===== src/rtl/miner_pkg.sv =====
// Shared types and widths for the nonce-search scheduler and its SHA datapath.
package miner_pkg;
  localparam int MSG_W    = 440;
  localparam int DIGEST_W = 256;
  localparam int NONCE_W  = 32;
  localparam int HEADER_W = MSG_W - NONCE_W;

  typedef enum logic [2:0] {
    S_IDLE, S_ISSUE, S_WAIT_LOW, S_WAIT_HIGH, S_CHECK, S_FINISH
  } state_e;
endpackage


===== src/rtl/sha_nonce_scheduler_if.sv =====
// Control, status and SHA-side signals of the nonce scheduler, bundled.
interface sha_nonce_scheduler_if;
  import miner_pkg::*;

  logic                start;
  logic                abort;
  logic [HEADER_W-1:0] header_prefix;
  logic [NONCE_W-1:0]  nonce_start;
  logic [NONCE_W-1:0]  nonce_end;
  logic [DIGEST_W-1:0] target;
  logic [MSG_W-1:0]    sha_msg;
  logic                sha_begin;
  logic                sha_complete;
  logic [DIGEST_W-1:0] sha_digest;
  logic                busy;
  logic                done;
  logic                found;
  logic                exhausted;
  logic                aborted;
  logic                error;
  logic [NONCE_W-1:0]  found_nonce;
  logic [DIGEST_W-1:0] found_digest;
  logic [31:0]         hash_count;

  modport slave (
    input  start, abort, header_prefix, nonce_start, nonce_end, target,
           sha_complete, sha_digest,
    output sha_msg, sha_begin, busy, done, found, exhausted, aborted, error,
           found_nonce, found_digest, hash_count
  );

  modport master (
    output start, abort, header_prefix, nonce_start, nonce_end, target,
           sha_complete, sha_digest,
    input  sha_msg, sha_begin, busy, done, found, exhausted, aborted, error,
           found_nonce, found_digest, hash_count
  );
endinterface


===== src/rtl/sha_nonce_scheduler.sv =====
// Steps a nonce through a range, hashing {header, nonce} until the digest
// beats the target, the range ends, the search is aborted or SHA times out.
module sha_nonce_scheduler
  import miner_pkg::*;
#(
  parameter int TIMEOUT_CYCLES = 255
) (
  input  logic                  clk,
  input  logic                  rst,
  sha_nonce_scheduler_if.slave  bus
);
  localparam int TW = $clog2(TIMEOUT_CYCLES + 1);

  state_e              state_q, state_d;
  logic [HEADER_W-1:0] header_q, header_d;
  logic [NONCE_W-1:0]  nonce_q, nonce_d, nonce_end_q, nonce_end_d;
  logic [DIGEST_W-1:0] target_q, target_d, fdigest_q, fdigest_d;
  logic [NONCE_W-1:0]  fnonce_q, fnonce_d;
  logic [31:0]         hcnt_q, hcnt_d;
  logic [TW-1:0]       tmo_q, tmo_d;
  logic                found_q, found_d, exh_q, exh_d, abrt_q, abrt_d, err_q, err_d;
  logic                timeout;

  // tmo_q equals cycles elapsed since sha_begin; deciding one cycle early
  // lands done exactly TIMEOUT_CYCLES after the begin pulse.
  assign timeout = (tmo_q == TW'(TIMEOUT_CYCLES - 1));

  always_comb begin
    state_d     = state_q;
    header_d    = header_q;
    nonce_d     = nonce_q;
    nonce_end_d = nonce_end_q;
    target_d    = target_q;
    fnonce_d    = fnonce_q;
    fdigest_d   = fdigest_q;
    hcnt_d      = hcnt_q;
    tmo_d       = tmo_q;
    found_d     = found_q;
    exh_d       = exh_q;
    abrt_d      = abrt_q;
    err_d       = err_q;
    unique case (state_q)
      S_IDLE: if (bus.start) begin
        header_d    = bus.header_prefix;
        nonce_d     = bus.nonce_start;
        nonce_end_d = bus.nonce_end;
        target_d    = bus.target;
        hcnt_d      = '0;
        found_d     = 1'b0;
        abrt_d      = 1'b0;
        err_d       = 1'b0;
        exh_d       = (bus.nonce_end < bus.nonce_start);
        state_d     = (bus.nonce_end < bus.nonce_start) ? S_FINISH : S_ISSUE;
      end
      S_ISSUE: begin
        tmo_d   = TW'(1);
        state_d = S_WAIT_LOW;
      end
      S_WAIT_LOW: begin
        tmo_d = tmo_q + TW'(1);
        if (timeout) begin
          err_d   = 1'b1;
          state_d = S_FINISH;
        end else if (!bus.sha_complete) state_d = S_WAIT_HIGH;
      end
      S_WAIT_HIGH: begin
        tmo_d = tmo_q + TW'(1);
        if (timeout) begin
          err_d   = 1'b1;
          state_d = S_FINISH;
        end else if (bus.sha_complete) state_d = S_CHECK;
      end
      S_CHECK: begin
        hcnt_d  = hcnt_q + 32'd1;
        state_d = S_FINISH;
        if (bus.sha_digest < target_q) begin
          found_d   = 1'b1;
          fnonce_d  = nonce_q;
          fdigest_d = bus.sha_digest;
        end else if (bus.abort) begin
          abrt_d = 1'b1;
        end else if (nonce_q == nonce_end_q) begin
          // end test precedes the increment so an all-ones end never wraps
          exh_d = 1'b1;
        end else begin
          nonce_d = nonce_q + NONCE_W'(1);
          state_d = S_ISSUE;
        end
      end
      S_FINISH: state_d = S_IDLE;
      default:  state_d = S_IDLE;
    endcase
  end

  always_ff @(posedge clk or posedge rst) begin
    if (rst) begin
      state_q     <= S_IDLE;
      header_q    <= '0;
      nonce_q     <= '0;
      nonce_end_q <= '0;
      target_q    <= '0;
      fnonce_q    <= '0;
      fdigest_q   <= '0;
      hcnt_q      <= '0;
      tmo_q       <= '0;
      found_q     <= 1'b0;
      exh_q       <= 1'b0;
      abrt_q      <= 1'b0;
      err_q       <= 1'b0;
    end else begin
      state_q     <= state_d;
      header_q    <= header_d;
      nonce_q     <= nonce_d;
      nonce_end_q <= nonce_end_d;
      target_q    <= target_d;
      fnonce_q    <= fnonce_d;
      fdigest_q   <= fdigest_d;
      hcnt_q      <= hcnt_d;
      tmo_q       <= tmo_d;
      found_q     <= found_d;
      exh_q       <= exh_d;
      abrt_q      <= abrt_d;
      err_q       <= err_d;
    end
  end

  assign bus.sha_msg      = {header_q, nonce_q};
  assign bus.sha_begin    = (state_q == S_ISSUE);
  assign bus.done         = (state_q == S_FINISH);
  assign bus.busy         = (state_q != S_IDLE);
  assign bus.found        = found_q;
  assign bus.exhausted    = exh_q;
  assign bus.aborted      = abrt_q;
  assign bus.error        = err_q;
  assign bus.found_nonce  = fnonce_q;
  assign bus.found_digest = fdigest_q;
  assign bus.hash_count   = hcnt_q;
endmodule


===== src/flat_wrapper.sv =====
// flat-port wrapper written by rule: the top's interface ports become plain ports
module sha_nonce_scheduler_flat import miner_pkg::*;
#(
  parameter int TIMEOUT_CYCLES = 255
)
  (clk, rst, bus_start, bus_abort, bus_header_prefix, bus_nonce_start, bus_nonce_end, bus_target, bus_sha_complete, bus_sha_digest, bus_sha_msg, bus_sha_begin, bus_busy, bus_done, bus_found, bus_exhausted, bus_aborted, bus_error, bus_found_nonce, bus_found_digest, bus_hash_count);
  sha_nonce_scheduler_if bus_i ();
  input  logic clk;
  input  logic rst;
  input wire logic [$bits(bus_i.start)-1:0] bus_start;
  input wire logic [$bits(bus_i.abort)-1:0] bus_abort;
  input wire logic [$bits(bus_i.header_prefix)-1:0] bus_header_prefix;
  input wire logic [$bits(bus_i.nonce_start)-1:0] bus_nonce_start;
  input wire logic [$bits(bus_i.nonce_end)-1:0] bus_nonce_end;
  input wire logic [$bits(bus_i.target)-1:0] bus_target;
  input wire logic [$bits(bus_i.sha_complete)-1:0] bus_sha_complete;
  input wire logic [$bits(bus_i.sha_digest)-1:0] bus_sha_digest;
  output wire logic [$bits(bus_i.sha_msg)-1:0] bus_sha_msg;
  output wire logic [$bits(bus_i.sha_begin)-1:0] bus_sha_begin;
  output wire logic [$bits(bus_i.busy)-1:0] bus_busy;
  output wire logic [$bits(bus_i.done)-1:0] bus_done;
  output wire logic [$bits(bus_i.found)-1:0] bus_found;
  output wire logic [$bits(bus_i.exhausted)-1:0] bus_exhausted;
  output wire logic [$bits(bus_i.aborted)-1:0] bus_aborted;
  output wire logic [$bits(bus_i.error)-1:0] bus_error;
  output wire logic [$bits(bus_i.found_nonce)-1:0] bus_found_nonce;
  output wire logic [$bits(bus_i.found_digest)-1:0] bus_found_digest;
  output wire logic [$bits(bus_i.hash_count)-1:0] bus_hash_count;
  assign bus_i.start = bus_start;
  assign bus_i.abort = bus_abort;
  assign bus_i.header_prefix = bus_header_prefix;
  assign bus_i.nonce_start = bus_nonce_start;
  assign bus_i.nonce_end = bus_nonce_end;
  assign bus_i.target = bus_target;
  assign bus_i.sha_complete = bus_sha_complete;
  assign bus_i.sha_digest = bus_sha_digest;
  assign bus_sha_msg = bus_i.sha_msg;
  assign bus_sha_begin = bus_i.sha_begin;
  assign bus_busy = bus_i.busy;
  assign bus_done = bus_i.done;
  assign bus_found = bus_i.found;
  assign bus_exhausted = bus_i.exhausted;
  assign bus_aborted = bus_i.aborted;
  assign bus_error = bus_i.error;
  assign bus_found_nonce = bus_i.found_nonce;
  assign bus_found_digest = bus_i.found_digest;
  assign bus_hash_count = bus_i.hash_count;
  sha_nonce_scheduler #(.TIMEOUT_CYCLES(TIMEOUT_CYCLES)) u_core (.clk(clk), .rst(rst), .bus(bus_i));
endmodule

===== config.mk =====
export PLATFORM = sky130hd
export DESIGN_NAME = sha_nonce_scheduler_flat
export DESIGN_NICKNAME = d
export VERILOG_FILES = /design/src/rtl/miner_pkg.sv /design/src/rtl/sha_nonce_scheduler_if.sv /design/src/rtl/sha_nonce_scheduler.sv /design/src/flat_wrapper.sv
export SDC_FILE = /design/constraint.sdc
export NUM_CORES = 2
export LEC_CHECK = 0
export ABC_AREA = 1
export BUFFER_PORTS_ARGS = -buffer_cell sky130_fd_sc_hd__buf_2
export CORE_AREA = 3 3 674 676
export CTS_CLUSTER_SIZE = 16
export DETAILED_ROUTE_END_ITERATION = 10
export DIE_AREA = 0 0 677 679
export PLACE_DENSITY = 0.36
export SYNTH_ARGS = -nofsm -noshare
export SYNTH_HDL_FRONTEND = slang
export SYNTH_SLANG_ARGS = --single-unit

===== constraint.sdc =====
create_clock -name clk -period 49.4 [get_ports clk]
set_input_delay 7.41 -clock clk [delete_from_list [all_inputs] [get_ports clk]]
set_output_delay 7.41 -clock clk [all_outputs]
set_load 0.02 [all_outputs]

* Word level (Yosys, flattened, before mapping)
Index checks and enable logic that the tools add are counted.
Cells by class: add/subtract/negate cells 3, magnitude comparators 2, equal/unequal tests 17, muxes and demuxes 31, reductions and logical operators 15
Operator list (number):
- $lt A256 B256 Y1 | 1
- $mux W32 | 5
- $pmux W32 S2 | 2
- $add A32 B1 Y32 const B | 2
- $eq A32 B32 Y1 | 1
- $lt A32 B32 Y1 | 1
- $mux W3 | 9
- $pmux W8 S2 | 1
- $pmux W3 S5 | 1
- $ne A2 B2 Y1 const B | 5
- $reduce_and A5 Y1 | 2
- $mux W1 | 9
- $reduce_and A3 Y1 | 3
- $add A8 B1 Y8 const B | 1
- $eq A8 B8 Y1 const B | 1
- $pmux W1 S2 | 4
- $eq A3 B2 Y1 const B | 2
- $eq A3 B3 Y1 const B | 2
- $ne A2 B1 Y1 const B | 3
- $ne A3 B2 Y1 const B | 2
- $reduce_and A2 Y1 | 3
- $reduce_bool A2 Y1 | 3
- $reduce_and A4 Y1 | 1
- $eq A3 B1 Y1 const B | 1
- 3 further kinds | 3
Storage, ports and cells: register bits after elaboration 1063, input port bits 989, word-level logic and storage cells 81

* Logic depth before layout (Yosys ltp)
depth in word-level cells 5, depth in mapped cells 23, gate-level depth less buffers 22

* Least setup slack after synthesis
No wires, ideal clock.
path kind input port to flip-flop, start point input port bus_sha_digest[101], end point register u_core.fdigest_q[100] (netlist: u_core.bus.found_digest[100]), library setup time 0.066 ns, arrival 9.210 ns, data required time 49.334 ns, setup slack 40.124 ns, stages 14, cells stage by stage ha_1 -> a21oi_1 -> nor2_1 -> nor3_1 -> a21boi_0 -> o21ai_0 -> nand3_1 -> nor2_1 -> nand2_1 -> nand2_1 -> clkbuf_1 -> clkbuf_1 -> nand3_1 -> nand2_1
On the way: cells in the longest elaborated chain, start to end 2
RTL lines:
- start, declared | RTL line flat_wrapper.sv:17 | input wire logic [$bits(bus_i.sha_digest)-1:0] bus_sha_digest;
- $lt A256 B256 Y1 | RTL line sha_nonce_scheduler.sv:76 | if (bus.sha_digest < target_q) begin
- $reduce_and A2 Y1 (no line)
- end signal, assigned | RTL line sha_nonce_scheduler.sv:117 | fdigest_q <= fdigest_d;
- end, declared | RTL line sha_nonce_scheduler.sv:17 | logic [DIGEST_W-1:0] target_q, target_d, fdigest_q, fdigest_d;
Every way passes these cells. A chain may end at the register's enable or synchronous reset.

* Worst setup path after layout
start point input port bus_sha_digest[102], end point register u_core.fdigest_q[0] (netlist: u_core.bus.found_digest[0])
The elaborated chain is that of the path after synthesis.

==> flow_results.org <==
** Status
- The run finished with clean final reports.

** Yosys
- Yosys printed 0 warnings.
- The share of synthesized area in the top cell type comes to 0.543.
- By area, the combinational part of the netlist is dominated by simple AND/OR/NAND/NOR gates.
- After synthesis, the netlist uses 44 different library cells.
- Of the total synthesized cell area, the portion taken by full adders, half adders and majority gates is 0.0740.
- Synthesis-stage register bit count :: 1063
- After synthesis, the share of cell area in mux cells is 0.00166.
- For this run, the register share of the synthesized area comes to 0.543.
- The compound-gate portion of the synthesized area came to 0.0669.
- Cell types occupying the most area after synthesis :: sky130_fd_sc_hd__dfrtp_1 54%, sky130_fd_sc_hd__nand2_1 19%, sky130_fd_sc_hd__ha_1 7.4%
- Avg Cell Area, Syn :: 8.38 um2
- Mapped Nets :: 7131
- Xor/xnor cell area share of the yosys netlist :: 0.00268
- Summing every instance area after synthesis gives 0.0490 mm2.
- Leading area contributor after synthesis :: sky130_fd_sc_hd__dfrtp_1
- In the synthesized netlist, the number of instances is between 5000 and 6000.
- Of the total synthesized cell area, the portion taken by AND, OR, NAND and NOR gates is 0.253.

** CTS
- Gates resized during post-CTS repair numbered 0.
- Clock buffer count from CTS :: around 150
- The later pin in the worst-skew pair is clocked with a latency of 0.85 ns.
- H-tree depth reported by CTS :: 4
- The tree built by TritonCTS fans out to 1063 sinks.
- Quantity of hold-fixing buffers added after cts :: 0
- No sink is reached through more buffers than the 4 on the longest clock path.
- Library cell used as clock root buffer :: sky130_fd_sc_hd__clkbuf_16
- TritonCTS built the clock tree.
- After clock tree synthesis, the clock-pin slew on the worst setup and hold paths is approximately 0.05 ns.
- After clock tree synthesis, the setup repair step added 0 buffers.

** Min path
- The worst hold path belongs to the class flip-flop to flip-flop.
- Depth of the worst hold-timing path :: 2
- Worst Hold Path EP :: u_core.bus.found_digest[251]
- The startpoint identified for the worst hold timing path is u_core.bus.found_digest[251].

** Global route
- The number of antenna violations at the first check in global routing is between 150 and 200.
- Across every metal layer, demand over resource in global routing totals 0.143.
- Maximum number of pins on one net before global-route repair :: 158
- For this run the aggregate overflow at the end of global routing stands at 0.
- Global-route wire length before repair :: 449000 um
- Via count of the first global-routing pass :: 46900

** Placed design
- During placement, the flow inserted port buffers numbering 1755.
- HPWL reported at the end of detailed placement :: 287000 um
- Final weighted congestion in routability-driven placement :: 0.931
- DP Cell Count :: 13300
- Area after DPL :: about 0.065 mm2

** Setup path
- The endpoint identified for the worst register-to-register timing path is u_core.bus.found_digest[0].
- R2R cell count :: 16
- Crit path buffers/inverters :: 4
- Reg2Reg Setup Slack :: 43.16 ns
- On the worst path, the slowest cell contributes a delay of 0.88 ns.
- Cell chain of the critical path :: buf_2 -> ha_1 -> nand2_1 -> nor2_1 -> buf_4 -> nand3_1 -> nor3_2 -> nand2_1 -> a21oi_1 -> nor2_1 -> nand2_1 -> nand2_4 -> nand2_8 -> buf_12 -> buf_4 -> o21ai_0
- Critical Path Start Type :: primary input
- The most numerous cell type found on the critical path is sky130_fd_sc_hd__nand2_1.
- Along the worst path, the maximum fanout reaches 123.
- Gate family responsible for the most delay along the worst path :: simple AND/OR/NAND/NOR gates
- STA classifies the critical path endpoint as a flip-flop.
- Slowest-stage cell, CP :: sky130_fd_sc_hd__a21oi_1
- Data arrives at the worst endpoint at 13.32 ns.
- For the worst setup path, the data required time is 50.06 ns.
- The worst setup path is of the primary input to flip-flop kind.
- In this run the critical register-to-register path is launched from u_core.target_q[103].

** Final layout
- Of the cells placed in the final design, the portion with a size suffix greater than 1 is 0.271.
- The finished cells cover between 0.06 and 0.07 mm2.
- Final standard cell utilization of the core :: 0.156
- The finished layout holds roughly 14000 standard cells, fillers aside.
- Area overhead of the layout relative to synthesis :: 42.6%
- Final #Nets :: just under 9000

** Timing
- The count of final hold-check violations was 0.
- Worst-margin pin slew :: 1.21 ns
- For the final database, setup skew stands at 0.0662 ns.
- Final setup fails :: 0
- The total count of max-transition violations in the final report came to 0.
- RSZ-0062 raised after global routing :: no
- After routing, the total negative slack on setup checks comes to 0 ns.
- Measured against its own limit, the worst slew margin works out to 0.194.
- Dividing the final minimum period by the clock period gives 0.256.
- Final worst path period need :: 12.66 ns
- Derived from the worst setup path, the maximum achievable clock frequency is about 79 MHz.

** Routing
- For this block, the via count after detailed routing is 47300.
- First DRT Iteration DRCs :: just over 3000
- After detailed routing, the average wire length per cell comes to 25.1 um.
- Vias per cell :: 3.46
- Drt drc :: 0
- Once detail routing completed, the nets flagged for antenna violations numbered 0.
- The pre-antenna-repair detailed-routing pass consisted of 5 iterations.
- Summed over all layers, the routed wires come to 343000 um.

** Flow run
- The tool flagged a number of max-cap violations equal to 0.

** Pwr
- Across the VDD grid, the largest voltage drop is 29.8 uV.
- Total power density per cell area :: 68.1 mW/mm2
- Summed over all cells, the static leakage comes to around 36 nW.

** Floorplan
- The region available for standard cell placement spans 0.449 mm2.
- Total number of placement rows :: roughly 250
- Count of boundary I/O pins :: roughly 1800
- From bottom edge to top edge, the die measures 679 um.
- Die area :: 0.460 mm2
- For this configuration, the core starts out at a cell density of 0.109.
- From left edge to right edge, the die measures roughly 680 um.
==> sequential cells by signal, summed over array words and instances (netlist names) <==
signal,count
u_core.bus.aborted,1
u_core.bus.error,1
u_core.bus.exhausted,1
u_core.bus.found,1
u_core.bus.found_digest,256
u_core.bus.found_nonce,32
u_core.bus.hash_count,32
u_core.header_q,408
u_core.nonce_end_q,32
u_core.nonce_q,32
u_core.state_q,3
u_core.target_q,256
u_core.tmo_q,8
==> logic make-up (layout without fill, tap and decap cells) <==
family                   count (synthesis)  in the layout
AND/OR/NAND/NOR                       3113           3113
flip-flops                            1063           1063
buffers and inverters                  727           2528
AO/OA/AOI/OAI                          636            636
adder cells (fa/ha/maj)                290            290
XOR/XNOR                                15             15
multiplexers                             8              8
other                                    0             63
==> metrics by stage <==
step / power, W / setup slack, ns / hold WS [ns]
6_report: 0.00476 / 36.74 / 0.463
5_1_grt: 0.00510 / 36.31 / 0.479
4_1_cts: 0.00489 / 36.08 / 0.467
3_5_place_dp: 0.00369 / 35.15 / 0.453
3_3_place_gp: 0.00368 / 35.19 / 0.450
2_1_floorplan: 0.00261 / 12.07 / 0.442
==> synth_stat cells <==
| library cell | instances |
|---|---|
| sky130_fd_sc_hd__nand2_1 | 2509 |
| sky130_fd_sc_hd__dfrtp_1 | 1063 |
| sky130_fd_sc_hd__inv_1 | 455 |
| sky130_fd_sc_hd__o21ai_0 | 431 |
| sky130_fd_sc_hd__nand3_1 | 345 |
| sky130_fd_sc_hd__ha_1 | 290 |
| sky130_fd_sc_hd__clkbuf_1 | 164 |
| sky130_fd_sc_hd__a21oi_1 | 163 |
| sky130_fd_sc_hd__nor2_1 | 125 |
| sky130_fd_sc_hd__buf_2 | 81 |
| sky130_fd_sc_hd__nand4_1 | 55 |
| sky130_fd_sc_hd__nor3_1 | 38 |
| sky130_fd_sc_hd__nor4_1 | 25 |
| sky130_fd_sc_hd__buf_1 | 17 |
| sky130_fd_sc_hd__xor2_1 | 15 |
| sky130_fd_sc_hd__mux2i_1 | 7 |
| sky130_fd_sc_hd__o21a_1 | 7 |
| sky130_fd_sc_hd__buf_4 | 6 |
| sky130_fd_sc_hd__o22ai_1 | 6 |
| sky130_fd_sc_hd__o211ai_1 | 5 |
| sky130_fd_sc_hd__a31oi_1 | 4 |
| sky130_fd_sc_hd__a211oi_1 | 3 |
| sky130_fd_sc_hd__a21boi_0 | 3 |
| sky130_fd_sc_hd__a21o_1 | 3 |
| sky130_fd_sc_hd__buf_6 | 3 |
| sky130_fd_sc_hd__nand3b_1 | 3 |
| sky130_fd_sc_hd__o31ai_1 | 3 |
| sky130_fd_sc_hd__or2_2 | 3 |
| sky130_fd_sc_hd__and3_1 | 2 |
| sky130_fd_sc_hd__nand2_2 | 2 |
| sky130_fd_sc_hd__nor2_2 | 2 |
| sky130_fd_sc_hd__o21bai_1 | 2 |
| sky130_fd_sc_hd__a221oi_1 | 1 |
| sky130_fd_sc_hd__a22o_1 | 1 |
| sky130_fd_sc_hd__a22oi_1 | 1 |
| sky130_fd_sc_hd__and2_1 | 1 |
| sky130_fd_sc_hd__inv_2 | 1 |
| sky130_fd_sc_hd__mux2_2 | 1 |
| sky130_fd_sc_hd__nor2_4 | 1 |
| sky130_fd_sc_hd__nor3_2 | 1 |
| sky130_fd_sc_hd__nor4_2 | 1 |
| sky130_fd_sc_hd__o311ai_0 | 1 |
| sky130_fd_sc_hd__o32ai_1 | 1 |
| sky130_fd_sc_hd__o41ai_1 | 1 |
==> cell usage in the layout (no fill, tap or decap), drive strengths merged, types with 15 or more instances in the layout <==
cell,count
a21oi,163
buf,1809
clkbuf,209
clkinv,26
dfrtp,1063
diode,63
ha,290
inv,462
nand2,2511
nand3,345
nand4,55
nor2,128
nor3,39
nor4,26
o21ai,431
xor2,15
==> final cells by class <==
cell class	count	area [um2]
fillers	51600	379000
flip-flops and latches	1063	26600
multi-input cells	4062	19600
repair buffers	1809	9260
well taps	5952	7450
clock buffers	209	4430
inverters	456	1730
clock inverters	54	683
diodes	63	158
==> worst reg2reg max path, stage by stage (launching register included) <==
cell and delay, ns:
sky130_fd_sc_hd__dfrtp_1 0.32, sky130_fd_sc_hd__inv_1 0.05, sky130_fd_sc_hd__ha_1 0.29, sky130_fd_sc_hd__nand2_1 0.07, sky130_fd_sc_hd__nor2_1 0.31, sky130_fd_sc_hd__buf_4 0.29, sky130_fd_sc_hd__nand3_1 0.15, sky130_fd_sc_hd__nor3_2 0.58
sky130_fd_sc_hd__nand2_1 0.37, sky130_fd_sc_hd__a21oi_1 0.89, sky130_fd_sc_hd__nor2_1 0.11, sky130_fd_sc_hd__nand2_1 0.15, sky130_fd_sc_hd__nand2_4 0.38, sky130_fd_sc_hd__nand2_8 0.53, sky130_fd_sc_hd__buf_12 0.45, sky130_fd_sc_hd__buf_4 1.00
sky130_fd_sc_hd__o21ai_0 0.16
==> routing by layer <==
layer  GRT usage  part of all wire  vias to the layer above
li1            -                 -                    22100
met1       0.173              0.41                    23000
met2       0.257              0.50                     1665
met3      0.0311             0.060                      489
met4      0.0343             0.027                       50
met5           0           0.00098                        -
==> where the power goes <==
part	internal (W)	leakage (nW)	switching, W
Clock	0.000683	2.49	0.000472
Sequential	0.00128	13.2	0.000217
Combinational	0.000562	20.1	0.00155
Total	0.00252	35.8	0.00224
==> worst max-delay path by stage <==
| stage | depth (start not counted) | slack, ns | startpoint | endpoint |
|---|---|---|---|---|
| after floorplan | 1 | 12.07 | rst | u_core.bus.aborted |
| after global routing | 17 | 36.31 | bus_sha_digest[102] | u_core.bus.found_digest[248] |
| after global placement | 16 | 35.19 | bus_sha_digest[102] | u_core.bus.found_digest[0] |
| final | 16 | 36.74 | bus_sha_digest[102] | u_core.bus.found_digest[0] |
| after CTS | 16 | 36.08 | bus_sha_digest[102] | u_core.bus.found_digest[0] |
| after detailed placement | 16 | 35.15 | bus_sha_digest[102] | u_core.bus.found_digest[0] |
Note: power is estimated with default switching activity, not from simulation.
